File: src/rtl/lift_car_if.sv
// Dispatcher/car boundary: requests flow into the car, position and status flow back.
interface lift_car_if #(
  parameter int NUM_FLOORS = 11
);
  logic [NUM_FLOORS-1:0] req_in_lift;
  logic [3:0]            floor_req;
  logic [3:0]            lift_state;
  logic [1:0]            lift_dir;
  logic [1:0]            motor_signal;
  logic                  door_open;
  logic                  arrive;
  logic [NUM_FLOORS-1:0] pending;

  // Dispatcher / cabin-panel side
  modport master (
    output req_in_lift, floor_req,
    input  lift_state, lift_dir, motor_signal, door_open, arrive, pending
  );

  // Car controller side
  modport slave (
    input  req_in_lift, floor_req,
    output lift_state, lift_dir, motor_signal, door_open, arrive, pending
  );
endinterface

File: src/rtl/lift_car_controller.sv
// Per-car SCAN controller: latches hall/cabin stops, drives motor and door,
// reports floor and direction back to the dispatcher.
//
// state     | meaning
// ----------+-------------------------------------------------------------
// IDLE      | stopped, door closed, choosing next action from pending stops
// MOVE_UP   | travelling one floor up per TRAVEL_CYCLES
// MOVE_DOWN | travelling one floor down per TRAVEL_CYCLES
// DOOR_OPEN | stopped at a floor with the door open for DOOR_CYCLES
module lift_car_controller #(
  parameter int NUM_FLOORS    = 11,
  parameter int TRAVEL_CYCLES = 8,
  parameter int DOOR_CYCLES   = 16
) (
  input  logic       clk,
  input  logic       rst,
  lift_car_if.slave  bus
);

  localparam int MAX_CYC = (TRAVEL_CYCLES > DOOR_CYCLES) ? TRAVEL_CYCLES : DOOR_CYCLES;
  localparam int CW      = $clog2(MAX_CYC);
  localparam logic [CW-1:0] TRAVEL_LOAD = CW'(TRAVEL_CYCLES - 1);
  localparam logic [CW-1:0] DOOR_LOAD   = CW'(DOOR_CYCLES - 1);
  localparam logic [NUM_FLOORS-1:0] ONE = {{(NUM_FLOORS-1){1'b0}}, 1'b1};

  typedef enum logic [1:0] {IDLE, MOVE_UP, MOVE_DOWN, DOOR_OPEN} state_t;

  state_t                state;
  logic [3:0]            cur;
  logic [1:0]            dir_q;
  logic [1:0]            motor_q;
  logic                  door_q;
  logic                  arrive_q;
  logic [NUM_FLOORS-1:0] pend_q;
  logic [CW-1:0]         cnt;
  logic                  last_up;

  logic [NUM_FLOORS-1:0] hall, cur_oh, up_oh, dn_oh, set_vec;
  logic                  restart, at_top, at_bottom;
  logic                  any_above, any_below, ahead_up, ahead_dn;

  // Request decode, current-floor masking during the door phase, neighbour masks
  always_comb begin
    hall = '0;
    if (int'(bus.floor_req) < NUM_FLOORS) hall = ONE << bus.floor_req;
    cur_oh    = ONE << cur;
    up_oh     = ONE << (cur + 4'd1);
    dn_oh     = ONE << (cur - 4'd1);
    set_vec   = (bus.req_in_lift | hall) & ~((state == DOOR_OPEN) ? cur_oh : '0);
    restart   = (state == DOOR_OPEN) && (|(bus.req_in_lift & cur_oh));
    at_top    = (int'(cur) == NUM_FLOORS - 1);
    at_bottom = (cur == 4'd0);
  end

  // Where the outstanding stops lie relative to the car (and one floor beyond it)
  always_comb begin
    any_above = 1'b0;
    any_below = 1'b0;
    ahead_up  = 1'b0;
    ahead_dn  = 1'b0;
    for (int i = 0; i < NUM_FLOORS; i++) begin
      if (pend_q[i]) begin
        if (i > int'(cur))     any_above = 1'b1;
        if (i < int'(cur))     any_below = 1'b1;
        if (i > int'(cur) + 1) ahead_up  = 1'b1;
        if (i < int'(cur) - 1) ahead_dn  = 1'b1;
      end
    end
  end

  // Service FSM with registered outputs and pending latch; entering DOOR_OPEN clears that floor
  always_ff @(posedge clk) begin
    if (rst) begin
      state    <= IDLE;
      cur      <= 4'd0;
      dir_q    <= 2'b00;
      motor_q  <= 2'b00;
      door_q   <= 1'b0;
      arrive_q <= 1'b0;
      pend_q   <= '0;
      cnt      <= '0;
      last_up  <= 1'b1;
    end else begin
      arrive_q <= 1'b0;
      pend_q   <= pend_q | set_vec;
      case (state)
        IDLE: begin
          dir_q   <= 2'b00;
          motor_q <= 2'b00;
          door_q  <= 1'b0;
          if (|(pend_q & cur_oh)) begin
            state    <= DOOR_OPEN;
            door_q   <= 1'b1;
            arrive_q <= 1'b1;
            cnt      <= DOOR_LOAD;
            pend_q   <= (pend_q | set_vec) & ~cur_oh;
          end else if (any_above && (!any_below || last_up)) begin
            state   <= MOVE_UP;
            motor_q <= 2'b01;
            dir_q   <= 2'b01;
            last_up <= 1'b1;
            cnt     <= TRAVEL_LOAD;
          end else if (any_below) begin
            state   <= MOVE_DOWN;
            motor_q <= 2'b10;
            dir_q   <= 2'b10;
            last_up <= 1'b0;
            cnt     <= TRAVEL_LOAD;
          end
        end
        MOVE_UP: begin
          if (cnt != '0) begin
            cnt <= cnt - 1'b1;
          end else if (at_top) begin
            state   <= IDLE;
            motor_q <= 2'b00;
            dir_q   <= 2'b00;
          end else begin
            cur     <= cur + 4'd1;
            last_up <= 1'b1;
            if (|(pend_q & up_oh)) begin
              state    <= DOOR_OPEN;
              motor_q  <= 2'b00;
              door_q   <= 1'b1;
              arrive_q <= 1'b1;
              cnt      <= DOOR_LOAD;
              pend_q   <= (pend_q | set_vec) & ~up_oh;
            end else if (ahead_up) begin
              cnt <= TRAVEL_LOAD;
            end else begin
              state   <= IDLE;
              motor_q <= 2'b00;
              dir_q   <= 2'b00;
            end
          end
        end
        MOVE_DOWN: begin
          if (cnt != '0) begin
            cnt <= cnt - 1'b1;
          end else if (at_bottom) begin
            state   <= IDLE;
            motor_q <= 2'b00;
            dir_q   <= 2'b00;
          end else begin
            cur     <= cur - 4'd1;
            last_up <= 1'b0;
            if (|(pend_q & dn_oh)) begin
              state    <= DOOR_OPEN;
              motor_q  <= 2'b00;
              door_q   <= 1'b1;
              arrive_q <= 1'b1;
              cnt      <= DOOR_LOAD;
              pend_q   <= (pend_q | set_vec) & ~dn_oh;
            end else if (ahead_dn) begin
              cnt <= TRAVEL_LOAD;
            end else begin
              state   <= IDLE;
              motor_q <= 2'b00;
              dir_q   <= 2'b00;
            end
          end
        end
        DOOR_OPEN: begin
          if (restart) begin
            cnt <= DOOR_LOAD;
          end else if (cnt == '0) begin
            state  <= IDLE;
            door_q <= 1'b0;
            dir_q  <= 2'b00;
          end else begin
            cnt <= cnt - 1'b1;
          end
        end
        default: state <= IDLE;
      endcase
    end
  end

  assign bus.lift_state   = cur;
  assign bus.lift_dir     = dir_q;
  assign bus.motor_signal = motor_q;
  assign bus.door_open    = door_q;
  assign bus.arrive       = arrive_q;
  assign bus.pending      = pend_q;

endmodule

File: src/flat_wrapper.sv
// flat-port wrapper written by rule: the top's interface ports become plain ports
module lift_car_controller_flat 
#(
  parameter int NUM_FLOORS    = 11,
  parameter int TRAVEL_CYCLES = 8,
  parameter int DOOR_CYCLES   = 16
)
  (clk, rst, bus_req_in_lift, bus_floor_req, bus_lift_state, bus_lift_dir, bus_motor_signal, bus_door_open, bus_arrive, bus_pending);
  lift_car_if #(.NUM_FLOORS(NUM_FLOORS)) bus_i ();
  input  logic clk;
  input  logic rst;
  input wire logic [$bits(bus_i.req_in_lift)-1:0] bus_req_in_lift;
  input wire logic [$bits(bus_i.floor_req)-1:0] bus_floor_req;
  output wire logic [$bits(bus_i.lift_state)-1:0] bus_lift_state;
  output wire logic [$bits(bus_i.lift_dir)-1:0] bus_lift_dir;
  output wire logic [$bits(bus_i.motor_signal)-1:0] bus_motor_signal;
  output wire logic [$bits(bus_i.door_open)-1:0] bus_door_open;
  output wire logic [$bits(bus_i.arrive)-1:0] bus_arrive;
  output wire logic [$bits(bus_i.pending)-1:0] bus_pending;
  assign bus_i.req_in_lift = bus_req_in_lift;
  assign bus_i.floor_req = bus_floor_req;
  assign bus_lift_state = bus_i.lift_state;
  assign bus_lift_dir = bus_i.lift_dir;
  assign bus_motor_signal = bus_i.motor_signal;
  assign bus_door_open = bus_i.door_open;
  assign bus_arrive = bus_i.arrive;
  assign bus_pending = bus_i.pending;
  lift_car_controller #(.NUM_FLOORS(NUM_FLOORS), .TRAVEL_CYCLES(TRAVEL_CYCLES), .DOOR_CYCLES(DOOR_CYCLES)) u_core (.clk(clk), .rst(rst), .bus(bus_i));
endmodule
File: config.mk
export PLATFORM = sky130hd
export DESIGN_NAME = lift_car_controller_flat
export DESIGN_NICKNAME = d
export VERILOG_FILES = /design/src/rtl/lift_car_if.sv /design/src/rtl/lift_car_controller.sv /design/src/flat_wrapper.sv
export SDC_FILE = /design/constraint.sdc
export NUM_CORES = 1
export LEC_CHECK = 0
export BUFFER_PORTS_ARGS = -buffer_cell sky130_fd_sc_hd__clkbuf_2
export CORE_MARGIN = 10
export CORE_UTILIZATION = 57
export DETAILED_ROUTE_END_ITERATION = 6
export PLACE_DENSITY = 0.83
export SYNTH_ARGS = -nofsm -noshare
export SYNTH_HDL_FRONTEND = slang
export SYNTH_SLANG_ARGS = --single-unit
export TNS_END_PERCENT = 5
File: constraint.sdc
create_clock -name clk -period 5.5 [get_ports clk]
set_clock_uncertainty 0.15 [all_clocks]
set_input_delay 0.275 -clock clk [delete_from_list [all_inputs] [get_ports clk]]
set_output_delay 0.275 -clock clk [all_outputs]
set_load 0.005 [all_outputs]
; Word level (Yosys, flattened, before mapping)
; Index checks and enable logic that the tools add are counted.
[word_totals]
elab_cells = 294
output_inout_bits = 21
in_bits = 17
ff_bits = 28
[classes]
bitwise = 14
magnitude_cmp = 44
addsub = 5
eq_ne = 26
mux = 171
reduce_logical = 21
shift = 4
[ops]
columns = op, n
row1 = 4-bit by 32-bit > comparator with 1-bit output (first input constant), 4
row2 = 4-bit by 32-bit < comparator with 1-bit output (first input constant), 4
row3 = 1-bit 2-to-1 mux, 108
row4 = 11-bit 2-to-1 mux, 9
row5 = 5-bit by 32-bit > comparator with 1-bit output (first input constant), 3
row6 = 5-bit by 32-bit < comparator with 1-bit output (first input constant), 3
row7 = 11-bit AND, 8
row8 = 4-bit 2-to-1 mux, 17
row9 = 3-bit by 32-bit > comparator with 1-bit output (first input constant), 2
row10 = 3-bit by 32-bit < comparator with 1-bit output (first input constant), 2
row11 = 2-bit 2-to-1 mux, 28
row12 = 11-bit inverter, 4
row13 = 11-bit OR reduction, 4
row14 = 1-bit by 4-bit left shift with 11-bit output (first input constant), 4
row15 = 11-bit one-hot mux with 3 select lines, 1
row16 = 1-bit by 32-bit > comparator with 1-bit output (first input constant), 1
row17 = 2-bit by 32-bit > comparator with 1-bit output (first input constant), 1
row18 = 1-bit by 32-bit < comparator with 1-bit output (first input constant), 1
row19 = 2-bit by 32-bit < comparator with 1-bit output (first input constant), 1
row20 = 11-bit OR, 2
row21 = 3-bit by 4-bit > comparator with 1-bit output (first input constant), 4
row22 = 3-bit by 4-bit < comparator with 1-bit output (first input constant), 4
row23 = 2-bit one-hot mux with 4 select lines, 2
row24 = 4-bit one-hot mux with 4 select lines, 1
row25 = other kinds (37), 67

; Depth between registers and ports, before layout
[logic_depth]
word_depth = 29
depth_mapped = 13
ltp_nobuf = 10

; Worst setup path before layout
; OpenSTA, ideal clock, no wires.
[synth_timing]
kind = flip-flop to flip-flop
start = register u_core.cur[1], in the netlist u_core.bus.lift_state[1]
end = register u_core.state[0]
slack_ns = 2.072
path_buffers = 1
path_stages_with_launch = 11
setup_ns = 0.123
arrival_ns = 3.155
cell_sequence = dfxtp_1 -> clkbuf_1 -> inv_1 -> ha_1 -> or3b_1 -> o311ai_0 -> o211ai_1 -> a222oi_1 -> nor3b_1 -> nor4_2 -> mux2_1
[synth_between]
elab_chain_len = 29
word_cells_on_any_way = 164
cone_classes = add/sub (4) / order compare (43) / eq/ne (5) / shift (3) / mux (95) / bitwise (4) / reduce/logical (10)
[synth_rtl]
columns = element, line
row1 = "start, declared", lift_car_controller.sv:29  ; logic [3:0] cur;
row2 = "start signal, assigned", lift_car_controller.sv:119  ; cur <= cur + 4'd1;
row3 = "start signal, assigned", lift_car_controller.sv:145  ; cur <= cur - 4'd1;
row4 = "parallel branches: the longest is 29 deep, another holds 1-bit by 32-bit < comparator with 1-bit output", -
row5 = "end signal, assigned", lift_car_controller.sv:92  ; state <= DOOR_OPEN;
row6 = "end signal, assigned", lift_car_controller.sv:98  ; state <= MOVE_UP;
row7 = "end signal, assigned", lift_car_controller.sv:104  ; state <= MOVE_DOWN;
row8 = "end, declared", lift_car_controller.sv:28  ; state_t state;
; Several ways; the timed one is not identified. The select of a mux whose other input is x is not followed.
; A chain may end at the register's enable or synchronous reset.

; Worst setup path in the final report
[layout_timing]
start = register u_core.cur[0], in the netlist u_core.bus.lift_state[0]
end = register u_core.motor_q[0], in the netlist u_core.bus.motor_signal[0]
[layout_between]
elab_chain_len = 29
word_cells_on_any_way = 159
cone_classes = add/sub (4) / order compare (43) / eq/ne (3) / shift (3) / mux (95) / bitwise (3) / reduce/logical (8)
[layout_rtl]
columns = element, line
row1 = "parallel branches: the longest is 29 deep, another holds 1-bit by 32-bit < comparator with 1-bit output", -
row2 = "end signal, assigned", lift_car_controller.sv:89  ; motor_q <= 2'b00;
row3 = "end signal, assigned", lift_car_controller.sv:99  ; motor_q <= 2'b01;
row4 = "end signal, assigned", lift_car_controller.sv:105  ; motor_q <= 2'b10;
row5 = "end, declared", lift_car_controller.sv:31  ; logic [1:0] motor_q;
; Several ways; the timed one is not identified. The select of a mux whose other input is x is not followed.

==> metrics.log <==
[metrics] synthesized netlist cell count: 455
[metrics] routed metal-1 wirelength: 3980 µm
[metrics] WL final: 10500 µm
[metrics] end of the worst register-to-register path: u_core.bus.motor_signal[0]
[metrics] failing checks: design-rule violations
[metrics] Final TNS setup: 0 ns
[metrics] Pleak: 0.00123 µW
[metrics] run status: finished with violations
[metrics] Post-CTS Repair Setup Buffers: 0
[metrics] met2 WL post-DR: 4870 µm
[metrics] largest area contributor in the synthesized netlist: dfxtp_1
[metrics] total standard cell area after synthesis: 0.00312 mm²
[metrics] count of input and output buffers: 37
[metrics] area of the core: 0.00520 mm²
[metrics] Filler Cells Inserted: 496
[metrics] flip-flop cell with the highest count after synthesis: dfxtp_1
[metrics] Final setup viols: 0
[metrics] category of the critical setup timing path: flop to flop
[metrics] most frequent cell after synthesis: a21oi_1
[metrics] Synth-to-Final Area Change: 6.01%
[metrics] final max-slew violation count: 0
[metrics] largest net degree at the start of global routing: 27
[metrics] Initial Util: 60.0%
[metrics] origin of the critical flop-to-flop path: u_core.bus.lift_state[0]
[metrics] mean instance size in the synthesized netlist: 6.86 µm²
[metrics] core occupancy in the finished layout: 63.6%
[metrics] Peak VDD IR: 0.000290 V
[metrics] TritonCTS Buffers: 3
[metrics] worst-case clock buffer depth: 2
[metrics] relative contribution of combinational cells to total power: 66.2%
[metrics] max-capacitance violation count: 0
[metrics] Tmin final: 4.08 ns
[metrics] Met3 Wirelength: 1280 µm
[metrics] share of total power consumed by net switching: 52.7%
[metrics] worst slew pin tran: 0.951 ns
[metrics] number of routed nets with antenna violations: 0
[metrics] RSZ-0062 raised after global routing: false
[metrics] post-synthesis sequential area ratio: 18.0%
[metrics] initial drt markers: 807
[metrics] post-route fraction of the period consumed by the critical path: 74.2%
[metrics] area share of the leading cell type in the synthesized netlist: 18.0%
[metrics] syn_nets: 488
[metrics] Die Area: 0.00883 mm²
[metrics] cell at the root of the clock tree: clkbuf_8
[metrics] global-route usage over all layers: 23.1%
[metrics] data required time at the worst endpoint: 5.53 ns
[metrics] largest driver fanout on the critical path: 22
[metrics] length of the first detailed-routing pass in iterations: 7
[metrics] number of clock sinks seen by CTS: 28
[metrics] ANT cells: 0
[metrics] count of final hold-check violations: 0
[metrics] highest routed metal layer: met4
[metrics] gpl congestion: 0.998
[metrics] number of global-route vias before repair: 3539
[metrics] Slew HR: 36.6%
[metrics] horizontal die dimension: 94.0 µm
[metrics] count of standard-cell rows: 26
[metrics] Yosys warnings: 0
[metrics] type of the tightest min-delay check: primary input to flop
[metrics] Power Density: 508 mW/mm²
[metrics] number of top-level design ports: 38
[metrics] total half-perimeter wirelength after legalization and detailed placement: 7420 µm
[metrics] top achievable clock speed: 0.245 GHz
[metrics] ranking of synthesized cells by instance count: a21oi_1 (52), nand2_1 (48), nor2_1 (38)
[metrics] number of flops mapped to enable cells by yosys: 0
[metrics] internal power: 795 µW
[metrics] number of buffers added to fix hold violations after cts: 0
[metrics] net switching power of the design: 885 µW
[metrics] flip-flop and latch count after synthesis: 28
[metrics] ys async rst share: 0%
[metrics] nature of the critical path endpoint: flop
[metrics] number of placed cells counting well taps: 524
[metrics] register area: 561 µm²
[metrics] depth of the worst register-to-register path: 10
[metrics] Cells on Worst Hold Path: 2
[metrics] WP data arrival: 4.11 ns
[metrics] cells resized by post-CTS repair: 0
[metrics] share of cells above drive strength 1: 10.9%
[metrics] Worst Hold Path EP: u_core.bus.lift_dir[1]
[metrics] Die Y: 94.0 µm
[metrics] CTS clock-pin slew for the worst setup and hold paths: 0.10 ns
[metrics] deepest level of the CTS H-tree: 1
[metrics] drt drc: 1
[metrics] slack of the worst reg-to-reg path: 1.42 ns
[metrics] clock latency on the worst-skew pair: 0.29 ns
[metrics] total number of vias: 3789
[metrics] initial antenna violation count: 0
[metrics] routed wirelength normalized by instance count: 20.0 µm
[metrics] worst hold-check slack: 0.183 ns
[metrics] first-pass GRT wire length: 17200 µm
[metrics] Clk pwr share: 10.3%
[metrics] final std cells w/o fill: 528
[metrics] number of nets in the final layout: 492
[metrics] biggest area contributors in the synthesized netlist: dfxtp_1 (18%), a21oi_1 (8.3%), ha_1 (6.4%)
[metrics] multi-input combinational cell area: 0.00231 mm²
[metrics] TritonCTS clock tree: done
[metrics] count of cell types in the netlist: 65
[metrics] CP startpoint kind: flop
[metrics] power share of the sequential group: 23.5%
[metrics] origin of the worst min-delay path: rst
[metrics] via density per instance: 7.18
[metrics] global route overflow: 0
final cells by class:
class,instances,area share [%]
Sequential cell,28,16.9
Clock inverter,1,0.908
Timing Repair Buffer,39,6.05
Inverter,21,2.38
Tap cell,70,2.65
Multi-Input combinational cell,366,69.8
Clock buffer,3,1.25
worst max-delay path by stage:
stage	endpoint	start	slack [ns]
floorplan	u_core.state[0]	u_core.bus.lift_state[1]	2.07
global placement	u_core.state[0]	u_core.bus.lift_state[0]	1.67
detailed placement	u_core.bus.motor_signal[0]	u_core.bus.lift_state[0]	1.51
CTS	u_core.bus.motor_signal[0]	u_core.bus.lift_state[1]	1.48
global route	u_core.bus.motor_signal[0]	u_core.bus.lift_state[1]	1.11
finish	u_core.bus.motor_signal[0]	u_core.bus.lift_state[0]	1.42
cells by family (layout without fill, tap and decap cells):
| group | Yosys count | in the layout | share of synthesized area, % |
|---|---|---|---|
| AOI/OAI and AO/OA | 165 | 165 | 35.4 |
| xor gates and xnor gates | 7 | 7 | 1.96 |
| adders and majority gates | 16 | 16 | 6.42 |
| buffers and inverters | 61 | 64 | 8.02 |
| DFF | 28 | 28 | 18.0 |
| muxes | 10 | 10 | 3.25 |
| and+or+nand+nor | 168 | 168 | 27.0 |
cell usage in the layout, fill, tap and decap left out, drive strengths merged, types with 4 or more instances in the layout:
master  Yosys  routed
ha         16      16
nor2       38      38
a21oi      52      52
and3        5       5
nand3      11      11
mux2i       9       9
dfxtp      28      28
and2        5       5
nand2b      7       7
clkbuf     25      40
nor4       10      10
a222oi      5       5
a31oi      13      13
a22oi      12      12
xnor2       6       6
a32o        4       4
o21ai      30      30
inv        20      20
nor3       19      19
nor2b       6       6
nand2      48      48
a221oi     13      13
metal layers:
layer  GRT usage (%)  up-vias
li1                -     1714
met2            37.9      275
met4            10.5        0
met1            28.0     1736
met5               0        -
met3            5.12       64
worst max-delay path: stages, from the launching register on:
cell and delay (ns):
dfxtp_1 0.69, inv_1 0.20, ha_1 0.49, or3b_1 0.44, o311ai_0 0.28, o211ai_1 0.15, a222oi_1 0.64, nor3b_1 0.21
nor4_2 0.40, mux2i_1 0.27, nor2_1 0.05
power groups by stage:
stage	combinational (µW)	clock, µW	sequential, µW
global route	1220	183	403
detailed placement	1070	0	391
floorplan	881	0	314
CTS	1080	174	387
global placement	1050	0	390
finish	1110	174	394
through the flow:
stage	setup slack, ns	total power, µW	instance area (µm²)
2_1_floorplan	2.07	1190	3120
3_3_place_gp	1.67	1440	3240
3_5_place_dp	1.51	1460	3240
4_1_cts	1.48	1640	3310
5_1_grt	1.11	1800	3310
6_report	1.42	1680	3310
registers in the layout, summed over array words and instances, names as in the netlist:
name	flops
u_core.bus.door_open	1
u_core.bus.motor_signal	2
u_core.last_up	1
u_core.state	2
u_core.bus.pending	11
u_core.bus.lift_state	4
u_core.bus.lift_dir	2
u_core.cnt	4
u_core.bus.arrive	1
Power figures use the tool's default switching activity.
